## src/rtl/trng_sample_ctrl.sv

```systemverilog
// TRNG sampling controller: synchronizes ring-oscillator taps, XOR-folds them per strobe,
// debiases with Von Neumann pairing, assembles bytes and runs a repetition-count health test.
module trng_sample_ctrl #(
   parameter int SAMPLE_DIV   = 50,
   parameter int REP_LIMIT    = 32,
   parameter int WARMUP_BYTES = 4
) (
   input  logic       clk,
   input  logic       rst_n,
   input  logic       en,
   input  logic [7:0] raw,
   input  logic       out_ready,
   output logic [7:0] out_data,
   output logic       out_valid,
   output logic [1:0] state,
   output logic       health_fail
);

   typedef enum logic [1:0] {
      ST_IDLE   = 2'd0,
      ST_WARMUP = 2'd1,
      ST_RUN    = 2'd2,
      ST_FAIL   = 2'd3
   } state_t;

   localparam logic [9:0]  DIV_LAST  = 10'(SAMPLE_DIV - 1);
   localparam logic [7:0]  REP_MAX   = 8'(REP_LIMIT);
   localparam logic [15:0] WARM_LAST = 16'(WARMUP_BYTES - 1);

   state_t      state_q;
   logic [7:0]  sync1;
   logic [7:0]  sync2;
   logic [9:0]  div_cnt;
   logic        pair_second;
   logic        first_bit;
   logic [7:0]  rep_cnt;
   logic        last_bit;
   logic [7:0]  asm_q;
   logic [2:0]  bit_cnt;
   logic        byte_rdy;
   logic [15:0] warm_cnt;

   logic        active;
   logic        strobe;
   logic        raw_bit;
   logic [7:0]  rep_next;
   logic        rep_trip;
   logic        db_valid;
   logic        byte_done;
   logic        load;

   assign state = state_q;

   // Output handshake: a byte moves on any cycle with out_valid=1 and out_ready=1;
   // out_data is frozen while out_valid=1 and out_ready=0. A completed byte that cannot
   // be loaded parks in the assembler (byte_rdy) and masks the strobe until it moves.
   always_comb begin
      active    = (state_q == ST_WARMUP) || (state_q == ST_RUN);
      strobe    = active && (div_cnt == DIV_LAST) && !byte_rdy;
      raw_bit   = ^sync2;
      rep_next  = 8'd1;
      if ((rep_cnt != 8'd0) && (raw_bit == last_bit)) begin
         rep_next = (rep_cnt == REP_MAX) ? rep_cnt : rep_cnt + 8'd1;
      end
      rep_trip  = strobe && (rep_next == REP_MAX);
      db_valid  = strobe && pair_second && (first_bit != raw_bit);
      byte_done = db_valid && (bit_cnt == 3'd7);
      load      = byte_rdy && (!out_valid || out_ready);
   end

   always_ff @(posedge clk or negedge rst_n) begin
      if (!rst_n) begin
         state_q     <= ST_IDLE;
         sync1       <= 8'h00;
         sync2       <= 8'h00;
         div_cnt     <= 10'd0;
         pair_second <= 1'b0;
         first_bit   <= 1'b0;
         rep_cnt     <= 8'd0;
         last_bit    <= 1'b0;
         asm_q       <= 8'h00;
         bit_cnt     <= 3'd0;
         byte_rdy    <= 1'b0;
         warm_cnt    <= 16'd0;
         out_data    <= 8'h00;
         out_valid   <= 1'b0;
         health_fail <= 1'b0;
      end else begin
         sync1 <= raw;
         sync2 <= sync1;
         if (!en || (state_q == ST_IDLE)) begin
            // Dropping en wins over any same-cycle completion; IDLE keeps the datapath cleared.
            state_q     <= en ? ST_WARMUP : ST_IDLE;
            div_cnt     <= 10'd0;
            pair_second <= 1'b0;
            first_bit   <= 1'b0;
            rep_cnt     <= 8'd0;
            last_bit    <= 1'b0;
            asm_q       <= 8'h00;
            bit_cnt     <= 3'd0;
            byte_rdy    <= 1'b0;
            warm_cnt    <= 16'd0;
            out_valid   <= 1'b0;
            health_fail <= 1'b0;
         end else if (state_q == ST_FAIL) begin
            out_valid <= 1'b0;
         end else if (rep_trip) begin
            state_q     <= ST_FAIL;
            health_fail <= 1'b1;
            out_valid   <= 1'b0;
            byte_rdy    <= 1'b0;
         end else begin
            div_cnt <= (div_cnt == DIV_LAST) ? 10'd0 : div_cnt + 10'd1;
            if (strobe) begin
               rep_cnt     <= rep_next;
               last_bit    <= raw_bit;
               pair_second <= ~pair_second;
               if (!pair_second) begin
                  first_bit <= raw_bit;
               end
            end
            // Pair 10 yields 1 and 01 yields 0, i.e. the first bit of an unequal pair.
            if (db_valid) begin
               asm_q   <= {first_bit, asm_q[7:1]};
               bit_cnt <= bit_cnt + 3'd1;
            end
            if (out_valid && out_ready) begin
               out_valid <= 1'b0;
            end
            if (load) begin
               out_data  <= asm_q;
               out_valid <= 1'b1;
               byte_rdy  <= 1'b0;
            end
            if (state_q == ST_WARMUP) begin
               if (WARMUP_BYTES == 0) begin
                  state_q <= ST_RUN;
               end else if (byte_done) begin
                  warm_cnt <= warm_cnt + 16'd1;
                  if (warm_cnt == WARM_LAST) begin
                     state_q <= ST_RUN;
                  end
               end
            end else if (byte_done) begin
               byte_rdy <= 1'b1;
            end
         end
      end
   end

endmodule

```

## config.mk

```make
export PLATFORM = sky130hd
export DESIGN_NAME = trng_sample_ctrl
export DESIGN_NICKNAME = d
export VERILOG_FILES = /design/src/rtl/trng_sample_ctrl.sv
export SDC_FILE = /design/constraint.sdc
export NUM_CORES = 1
export LEC_CHECK = 0
export CORE_MARGIN = 3
export CORE_UTILIZATION = 40
export CTS_CLUSTER_SIZE = 25
export DETAILED_ROUTE_END_ITERATION = 12
export SETUP_SLACK_MARGIN = 0.02
export SLEW_MARGIN = 20
export SYNTH_ARGS = -nofsm -noshare
export SYNTH_HDL_FRONTEND = slang
export SYNTH_SLANG_ARGS = --single-unit
```

## constraint.sdc

```tcl
create_clock -name clk -period 2.9 [get_ports clk]
set_clock_uncertainty 0.1 [all_clocks]
set_input_delay 0.87 -clock clk [delete_from_list [all_inputs] [get_ports clk]]
set_output_delay 0.87 -clock clk [all_outputs]
set_load 0.01 [all_outputs]
```

# After elaboration in Yosys (flattened, before gate mapping)
# Index checks and enable logic that the tools add are counted.
[totals] register_bits=77 romBits=0 ram_bits=0 in_bits=12 memories=0 latch_bits=0 output_inout_bits=12 word_cells=128
[op_classes] mux=57 add_sub_neg=4 n_div=0 order_cmp=0 n_bitwise=4 reduce_logical=35 n_mul=0 eq_ne=13 shifts=0
[op_table] cell="$mux W16" n=5
[op_table] cell="$mux W8" n=10
[op_table] cell="$mux W10" n=4
[op_table] cell="$mux W1" n=28
[op_table] cell="$add A16 B1 Y16 const B" n=1
[op_table] cell="$eq A16 B2 Y1 const B" n=1
[op_table] cell="$eq A8 B6 Y1 const B" n=2
[op_table] cell="$reduce_and A4 Y1" n=4
[op_table] cell="$mux W2" n=6
[op_table] cell="$mux W3" n=4
[op_table] cell="$add A10 B1 Y10 const B" n=1
[op_table] cell="$eq A10 B6 Y1 const B" n=1
[op_table] cell="$reduce_bool A2 Y1" n=5
[op_table] cell="$logic_and A1 B1 Y1" n=9
[op_table] cell="$reduce_bool A3 Y1" n=3
[op_table] cell="$add A8 B1 Y8 const B" n=1
[op_table] cell="$reduce_bool A8 Y1" n=1
[op_table] cell="$reduce_xor A8 Y1" n=1
[op_table] cell="$reduce_and A3 Y1" n=2
[op_table] cell="$reduce_bool A5 Y1" n=1
[op_table] cell="$eq A2 B2 Y1 const B" n=2
[op_table] cell="$ne A2 B1 Y1 const B" n=2
[op_table] cell="$not A1 Y1" n=4
[op_table] cell="$reduce_and A2 Y1" n=2
[op_table] cell="other kinds (9)" n=13

# Longest topological paths before layout
[depth] word_depth=12 ltp_mapped=11 mapped_depth_nobuf=9

# Worst setup path before layout
# OpenSTA, ideal clock, no wires.
[synth_path] path_type="reg-to-reg" startpoint="reg rep_cnt[6]" endpoint="reg asm_q[7]" setup_time_ns=0.132 t_required_ns=2.668 path_buffers=4 stages_incl_launch_ff=12 arrival_time_ns=2.279 period_less_slack_ns=2.511 slack_ns=0.389 path_cell_list="dfrtp_1 buf_4 nor4b_1 and3_1 buf_6 mux2_4 and4_4 buf_6 a211oi_2 buf_4 mux2i_1 nor2_1"
[synth_via] elab_chain_cells=7 elab_cells_between_ends=10 classes_between="add/sub: 1; eq/ne: 3; mux: 2; reduce/logical: 4"
[synth_lines] element="from (decl)" line_no="36" text="logic [7:0] rep_cnt;"
[synth_lines] element="from (signal assigned)" line_no="115" text="rep_cnt <= rep_next;"
[synth_lines] element="$add A8 B1 Y8 (tied with other cells)" line_no="63" text="rep_next = (rep_cnt == REP_MAX) ? rep_cnt : rep_cnt + 8'd1;"
[synth_lines] element="$mux W8 / $logic_and A1 B1 Y1 (equally long branches)" line_no="63, 62"
[synth_lines] element="$mux W8 *" line_no="62" text="if ((rep_cnt != 8'd0) && (raw_bit == last_bit)) begin"
[synth_lines] element="$eq A8 B6 Y1 *" line_no="65" text="rep_trip = strobe && (rep_next == REP_MAX);"
[synth_lines] element="$logic_and A1 B1 Y1 *" line_no="65"
[synth_lines] element="$ne A2 B1 Y1 (no source line) *"
[synth_lines] element="$reduce_and A3 Y1 (no source line) *"
[synth_lines] element="to (signal assigned)" line_no="124" text="asm_q <= {first_bit, asm_q[7:1]};"
[synth_lines] element="to (decl)" line_no="38" text="logic [7:0] asm_q;"
# Mark *: on every way between the ends. The rest lies on a longest branch, timed or not.
# A chain may end at the register's enable or synchronous reset.

# Final worst setup path
[layout_path] startpoint="reg rep_cnt[1]" endpoint="reg div_cnt[8]"
[layout_via] elab_chain_cells=7 elab_cells_between_ends=10 classes_between="add/sub: 1; eq/ne: 3; mux: 2; reduce/logical: 4"
[layout_lines] element="$add A8 B1 Y8 (tied with other cells)" line_no="63"
[layout_lines] element="$mux W8 / $logic_and A1 B1 Y1 (equally long branches)" line_no="63, 62"
[layout_lines] element="$mux W8 *" line_no="62"
[layout_lines] element="$eq A8 B6 Y1 *" line_no="65"
[layout_lines] element="$logic_and A1 B1 Y1 *" line_no="65"
[layout_lines] element="$ne A2 B1 Y1 (no source line) *"
[layout_lines] element="$reduce_and A2 Y1 (no source line) *"
[layout_lines] element="to (signal assigned)" line_no="113" text="div_cnt <= (div_cnt == DIV_LAST) ? 10'd0 : div_cnt + 10'd1;"
[layout_lines] element="to (decl)" line_no="33" text="logic [9:0] div_cnt;"
# Marks and branches as above.

==> reports/qor.txt <==
Synth Warn # = 0
Fmax = 367 MHz
Slowest stage delay, CP = 480 ps
Fin. Hold Viols = 0
Run status = completed
Via count = 2,952
Root Buffer = clkbuf_8
Syn Area/Cell = 10.5 sq um
Number of port buffers = 23
Critical path arrival = 2860 ps
Clk Latency, worst-skew pair = 360 ps
Ant. Diodes = 0
GRT Util Overall = 15.6%
Max clock buf depth = 2
Synth top area cells = dfrtp_1 (48%), a21oi_2 (3.5%), nor2_1 (3.2%)
Period minus WS final = 2720 ps
Worst-path clk slew = 90 ps
Static Leakage = 1.94 nW
Vias/cell = 5.39
Num Clock Sinks = 77
DRT iter0 DRCs = 127
Inserted Clock Buffers = 9
Critical path's slowest cell = or4_1
Post-route DRC = 0
CP endpoint kind = flip-flop
Post-layout net count = 436
Die Y = 106 um
Kind of cell adding the most delay to the critical path = simple AND/OR/NAND/NOR gates
Setup TNS = 0 ps
Register area share after synthesis = 48.1%
HPWL after detailed placement = 5.58 mm
Die area = 0.0112 sq mm
PD cells = 447 mW/mm^2
Area grow syn2layout = 14.9%
CTS tree = built
Worst VDD drop = 0.254 mV
Routability cong. = 0.845
Hold Buf Count CTS = 0
Starting Density = 42.3%
Setup CP Type = reg -> reg
CP Cell Sequence = ha_2 > nand4_1 > or4_1 > nand3_1 > nand4_4 > o31ai_4 > buf_4 > or4_1 > nand3_1
Initial antenna violation count = 0
CP Buf/Inv Count = 1
Asr flop ratio synth = 100%
Die width = 106 um
Post-synth EDFFs = 0
Synth Instances = 383
Core footprint = 0.00946 sq mm
FP Rows = 35
First-pass GRT wire length = 14.2 mm
Largest net degree at the start of global routing = 43
Cell Area, Synth = 0.00400 sq mm
RSZ-0062 raised after global routing = false
Final core utilization = 48.6%
Drt total wl = 7.96 mm
Req. time, crit path = 3030 ps
Antenna-violating nets left = 0
# setup viols final = 0
DR pass1 iterations = 4
Tightest Pin Transition = 680 ps
Vias in the first global route = 2,939
Area share of the largest cell type after synthesis = 48.1%
Slew Limit Fails = 0
Flops & latches, synth = 77
Ys flop type = dfrtp_1
Synth area leader = dfrtp_1
Critical Path Fanout Max = 11
Syn nets = 405
Slew margin rel. = 53.4%
Worst min path class = reg -> reg
Share of layout cells above drive strength 1 = 16.7%
Grt total ovfl = 0
Final period util = 93.9%
Io pins = 24
CP startpoint kind = flip-flop
Count of cell types in the netlist = 55
DR WL/cell = 14.5 um
Total of max-cap violations = 0
H-tree depth = 3
## layer usage
layer  up-vias  wire (um)  track usage [%]
li1       1443          -                -
met1      1459       3730             20.8
met2        39       3860             25.5
met3        11        221             2.91
met4         0        140             5.92
met5         -          0                0
## logic make-up (layout without fill, tap and decap cells)
logic type	after synthesis	in the layout	synth area share, %
AOI/OAI and AO/OA	87	87	16.5
xor gates and xnor gates	13	13	3.75
adders and majority gates	10	10	3.13
buffers and inverters	29	65	4.16
DFF	77	77	48.1
muxes	21	21	5.63
and+or+nand+nor	146	146	18.7
## cell type report
type                       count  area, sq um
inverter                      10         37.5
sequential                    77         1930
clock inverter                 7         62.6
clock buffer                   9          124
timing repair buffer          39          373
fill                         891         4860
multi-input combinational    277         1910
tap                          129          161
## synth_stat cells (all sizes together) (5+ instances only)
master,n
nor2b,6
nand4,5
mux2i,12
nor4,6
inv,10
buf,12
a21oi,25
and3,10
mux2,9
clkbuf,7
xnor2,8
nand2b,5
nor2,34
nor3,10
a31oi,8
nand3,23
dfrtp,77
ha,10
or4,5
o21ai,20
o31ai,6
nand2,33
o21a,9
## sequential cells by signal, indices dropped and copies added (netlist names)
signal / count
warm_cnt: 16
div_cnt: 10
asm_q: 8
out_data: 8
rep_cnt: 8
sync1: 8
sync2: 8
bit_cnt: 3
state: 2
byte_rdy: 1
first_bit: 1
health_fail: 1
last_bit: 1
out_valid: 1
pair_second: 1
## power breakdown
part / switching (W) / internal (W) / total, W
Clock: 0.000449 / 0.000330 / 0.000779
Sequential: 0.0000100 / 0.00109 / 0.00110
Combinational: 0.000104 / 0.0000765 / 0.000181
## final timing paths
kind                                              from                       end  slack (ps)  depth (start not counted)
worst max-delay path            rep_cnt[1]$_DFFE_PN0P_    div_cnt[8]$_DFFE_PN0P_         180                          9
worst min-delay path                sync1[5]$_DFF_PN0_        sync2[5]$_DFF_PN0_         250                          0
worst max register to register  rep_cnt[1]$_DFFE_PN0P_    div_cnt[8]$_DFFE_PN0P_         180                          9
worst min register to register      sync1[5]$_DFF_PN0_        sync2[5]$_DFF_PN0_         250                          0
max in group asynchronous                        rst_n  warm_cnt[10]$_DFFE_PN0P_        1760                          2
min in group asynchronous                        rst_n    div_cnt[6]$_DFFE_PN0P_         350                          1
## repair_timing
action | 4_1_cts | 5_1_grt
resized for setup | 0 | 2
endpoints found under the setup margin | 0 | 11
buffers inserted | 0 | 1
## stage by stage
stage	setup WS (ps)	cell area, sq um	hold slack [ps]	power [W]	instances
after floorplan	389	4000	231	0.00122	383
after global placement	166	4400	234	0.00130	531
after detailed placement	77.9	4400	235	0.00131	531
after CTS	128	4590	256	0.00209	547
after global routing	18.0	4600	260	0.00216	548
final	177	4600	254	0.00206	548
## layout by cell type (no fill, tap or decap), types with 10 or more instances in the layout
master / synthesis / final
and3_1: 10 / 10
buf_4: 2 / 15
mux2i_1: 12 / 12
nand2_1: 33 / 33
dfrtp_1: 77 / 77
nand3_1: 23 / 23
clkdlybuf4s50_1: 0 / 22
a21oi_2: 16 / 16
o21ai_0: 17 / 17
nor2_1: 34 / 34
inv_1: 10 / 10
No activity file was read; power rests on OpenSTA's default activity.
==> patch 1 (same flow settings) <==
Reset style: synchronous (`rst_n`), changed in one clocked block.
--- a/src/rtl/trng_sample_ctrl.sv
+++ b/src/rtl/trng_sample_ctrl.sv
@@ -69,5 +69,5 @@
    end
 
-   always_ff @(posedge clk or negedge rst_n) begin
+   always_ff @(posedge clk) begin
       if (!rst_n) begin
          state_q     <= ST_IDLE;
Formal check against the unedited RTL: differs if rst_n is asserted again (counterexample within 4 cycles, from zero or initial values and one cycle with rst_n low); with rst_n held inactive, the same outputs for 10 cycles.
==> patch 1 against the unedited design <==
  * Routed wire length down 6.5%
  * Fmax up 0.75%
  * Synthesized cell count up 7.8%
  * Power up 2.0%
  * Worst hold slack better by 0.074 ns
  * Via count up 1.4%
  * Cell area down 6.6%
  * First-iteration DRC count down 8.7%
  * Synthesized area down 9.3%
  * Global-route usage up 0.19 points
  * Setup slack better by 0.020 ns
  * Sequential cell count unchanged
  * Critical path type unchanged
==> patch 1: results (changes against the unedited design) <==
Status: completed
Slowest library cell on the worst path: or4_4
Crit Path Max Fanout: 9 (-2)
Count of port buffers added during placement: 23 (unchanged)
Post-Synth Adder-Cell Area: 3.44% (+0.32 points)
Post-Place Cells: 541 (+1.9%)
Synth warn: 0 (unchanged)
Largest cells by area after synthesis: dfxtp_1 42%, nand3_1 3.6%, nand2_1 3.5%
Largest net degree at the start of global routing: 25 (-42%)
Worst path max stage delay: 0.56 ns (+0.08 ns)
Mux share of post-synthesis cell area: 3.03% (-2.6 points)
XOR/XNOR Fraction of Synth Area: 6.75% (+3.0 points)
Gpl congestion: 0.789 (-6.5%)
Maximum clock rate: 0.370 GHz (+0.75%)
DP HPWL: 5.27 mm (-5.7%)
Sequential-to-total area share from yosys stat: 42.4% (-5.7 points)
Hold WC Path Type: flip-flop to flip-flop
Netlist cell types: 50 (-9.1%)
Static Leak: 1.51 nW (-22%)
Post-CTS setup buffer count: 0 (unchanged)
Nets: 466 (+6.9%)
Via Count: 2992 (+1.4%)
Placed Area: 0.00405 mm^2 (-7.9%)
WHS: 0.328 ns (+0.0744 ns)
Async S/R FF share, synth: 0% (-100 points)
Most instantiated cells after synthesis: 77 x dfxtp_1, 34 x nand2_1, 27 x nor2_1
WL final: 7.44 mm (-6.5%)
GRT Total Usage: 15.8% (+0.19 points)
DRT iter0 DRCs: 116 (-8.7%)
Fraction of layout cells with a size suffix above 1: 10.7% (-6.0 points)
Peak supply drop: 0.000289 V (+14%)
Mapped Nets: 435 (+7.4%)
Cells after Synth: 413 (+7.8%)
Vias in the first global route: 2829 (-3.7%)
Clock latency on the worst-skew pair: 0.36 ns (about the same)
Rel. slew slack: 59.4% (+6.0 points)
Initial antenna violation count: 0 (unchanged)
Place WS: 0.163 ns (+0.0854 ns)
Reg2reg setup slack: 0.20 ns (+0.02 ns)
First-pass GRT wire length: 13.0 mm (-8.5%)
Synth Area in Compound Gates: 13.6% (-2.9 points)
Vias per cell: 5.37 (-0.28%)
Data arrival time of the worst path: 2.90 ns (+0.04 ns)
-- patch 1: cell types whose count changed after synthesis, sizes merged, moves of 8 or more --
cell	unedited run	this run
or3	2	12
mux2	9	0
o21ai	20	29
dfxtp	0	77
and2	1	17
clkbuf	7	15
dfrtp	77	0
-- patch 1: layer usage --
layer / vias up / part of all wire, % / GRT usage [%] / routed length [um]
met5: - / 0 / 0 / 0
li1: 1533 / - / - / -
met4: 0 / 1.6 / 5.83 / 120
met2: 47 / 48 / 26.1 / 3570
met1: 1401 / 47 / 19.8 / 3470
met3: 11 / 3.7 / 4.34 / 278
-- patch 1: where the power goes --
group | switching, W | internal [W] | leakage [nW] | total (W)
sequential | 0.00000432 | 0.00107 | 0.624 | 0.00107
combinational | 0.0000462 | 0.0000524 | 0.776 | 0.0000986
clock | 0.000432 | 0.000497 | 0.111 | 0.000929
total | 0.000483 | 0.00162 | 1.51 | 0.00210
-- patch 1: final cells by class --
class                      instances  area, um^2
multi-input combinational        304        1980
inverter                          12        45.0
tap                              108         135
fill                             846        4470
clock inverter                     7         103
timing repair buffer              40         370
sequential                        77        1540
clock buffer                       9         124
-- patch 1: worst paths after layout --
| check | startpoint | to | cells past startpoint |
|---|---|---|---|
| worst max-delay path | div_cnt[6]$_SDFFE_PP0P_ | warm_cnt[11]$_SDFFE_PP0P_ | 7 |
| worst max register to register | div_cnt[6]$_SDFFE_PP0P_ | warm_cnt[11]$_SDFFE_PP0P_ | 7 |
| worst min register to register | sync1[3]$_SDFF_PN0_ | sync2[3]$_SDFF_PN0_ | 1 |
| worst min-delay path | sync1[3]$_SDFF_PN0_ | sync2[3]$_SDFF_PN0_ | 1 |
==> patch 2 (same flow settings) <==
Without the edit above. The parameter `SAMPLE_DIV` goes from 50 to 25.
--- a/src/rtl/trng_sample_ctrl.sv
+++ b/src/rtl/trng_sample_ctrl.sv
@@ -2,5 +2,5 @@
 // debiases with Von Neumann pairing, assembles bytes and runs a repetition-count health test.
 module trng_sample_ctrl #(
-   parameter int SAMPLE_DIV   = 50,
+   parameter int SAMPLE_DIV   = 25,
    parameter int REP_LIMIT    = 32,
    parameter int WARMUP_BYTES = 4
Function: no difference found for any inputs over 10 cycles, from zero or initial values and one cycle with rst_n low; that may be too few to reach the edited logic, so the function may still have changed.
==> patch 2 against the unedited design <==
  * Routed wire length increased by 10%
  * Cell area increased by 2.5%
  * Setup slack got worse by 0.030 ns
  * Critical path type unchanged
  * Synthesized area decreased by 1.9%
  * Power decreased by 1.5%
  * Sequential cell count unchanged
==> patch 2: results (changes against the unedited design) <==
Vias per cell: 5.60 (+3.9%)
Largest net degree at the start of global routing: 43 (unchanged)
Hold WC Path Type: flip-flop to flip-flop
Drt drc: 0 (unchanged)
CTS clk-pin slew, worst paths: 0.09 ns (about the same)
Cells on worst reg2reg path: 8 (-1)
Vias in the first global route: 3085 (+5.0%)
Data arrival time of the worst path: 2.96 ns (+0.10 ns)
Place WS: 0.00267 ns (-0.0752 ns)
Netlist cell types: 64 (+16%)
Max FFs per register: 16 (unchanged)
Peak supply drop: 0.000255 V (+0.29%)
Status: completed
Regs by FF count: warm_cnt: 16 flops, div_cnt: 10 flops
Sequential-to-total area share from yosys stat: 49.1% (+0.95 points)
Nets: 453 (+3.9%)
Fillers: 882 (-1.0%)
Largest cells by area after synthesis: dfrtp_1 49%, nand3_1 4.2%, ha_1 3.2%
Hold depth: 0 (unchanged)
Count of port buffers added during placement: 23 (unchanged)
Least-Margin Pin Slew: 0.558 ns (-0.122 ns)
Mapped Nets: 407 (+0.49%)
Most instantiated cells after synthesis: 77 x dfrtp_1, 33 x nand3_1, 26 x nand2_1
H-tree Lvls: 3 (unchanged)
WL final: 8.76 mm (+10%)
Gpl congestion: 0.865 (+2.4%)
First-pass GRT wire length: 14.9 mm (+5.0%)
Drt pass-1 iters: 4 (unchanged)
ANT cells: 0 (unchanged)
Fraction of layout cells with a size suffix above 1: 17.0% (+0.27 points)
Initial antenna violation count: 0 (unchanged)
Main synth FF type: dfrtp_1
Root Buffer: clkbuf_8
GRT Total Usage: 16.6% (+0.94 points)
Static Leak: 1.99 nW (+2.3%)
DRT iter0 DRCs: 162 (+28%)
DP HPWL: 6.24 mm (+12%)
Crit Path Max Fanout: 6 (-5)
Total count of max-transition violations in the final report: 0 (unchanged)
Hold-fix buffers, CTS: 0 (unchanged)
-- patch 2: worst max-delay path, cell delays in order, from the launching register on --
cell	delay (ns)
dfrtp_1	0.45
or4_4	0.52
nor4_4	0.21
nand2b_1	0.15
or4_4	0.49
buf_4	0.19
or2_0	0.22
nor2_1	0.21
o31a_1	0.16
-- patch 2: cell families (layout without fill, tap and decap cells) --
family          Yosys count  after routing  share of synthesized area (%)
mux                      12             12                           3.35
buf+inv                  29             80                           3.28
xor+xnor                 15             15                           3.73
simple gates            149            149                           20.8
compound gates           93             93                           16.5
fa+ha+maj                10             10                           3.19
flops                    77             77                           49.1
-- patch 2: repair_timing --
item                       in CTS  in global routing
setup endpoints to repair      10                 40
setup buffers                   0                  0
resized for setup               2                  9
-- patch 2: final timing paths --
path	endpoint	slack, ns	startpoint
hold / removal	sync2[6]$_DFF_PN0_	0.25	sync1[6]$_DFF_PN0_
setup / recovery	state[0]$_DFFE_PN0P_	0.15	div_cnt[8]$_DFFE_PN0P_
setup reg to reg	state[0]$_DFFE_PN0P_	0.15	div_cnt[8]$_DFFE_PN0P_
hold reg to reg	sync2[6]$_DFF_PN0_	0.25	sync1[6]$_DFF_PN0_
max in group asynchronous	sync1[0]$_DFF_PN0_	1.72	rst_n
min in group asynchronous	warm_cnt[10]$_DFFE_PN0P_	0.39	rst_n
-- patch 2: metrics by stage --
step | total power [W] | hold WS [ns] | cell area, um^2 | std cells | utilization (%)
after floorplan | 0.00119 | 0.231 | 3930 | 385 | -
after global placement | 0.00126 | 0.231 | 4460 | 549 | 47.6
final | 0.00203 | 0.254 | 4710 | 565 | 50.3
after detailed placement | 0.00126 | 0.236 | 4460 | 549 | 47.6
after global routing | 0.00211 | 0.262 | 4710 | 565 | 50.3
after CTS | 0.00205 | 0.256 | 4670 | 565 | 49.8
-- patch 2: layer usage --
metal	vias to the layer above	track usage [%]	part of all wire (%)
met2	65	25.1	48
li1	1524	-	-
met4	0	5.90	1.5
met5	-	0	0
met1	1561	23.1	46
met3	12	4.01	4.2
-- patch 2: final cells by class --
type                            instances  area share, %
Multi-Input combinational cell        279           40.9
Sequential cell                        77           40.9
Timing Repair Buffer                   52           9.79
Tap cell                              129           3.42
Clock buffer                            9           2.63
Clock inverter                          7           1.41
Inverter                               12          0.955
-- patch 2: power by group --
group | switching, W | internal [W] | total, W
sequential | 0.00000557 | 0.00109 | 0.00109
combinational | 0.0000849 | 0.0000644 | 0.000149
clock | 0.000456 | 0.000329 | 0.000786
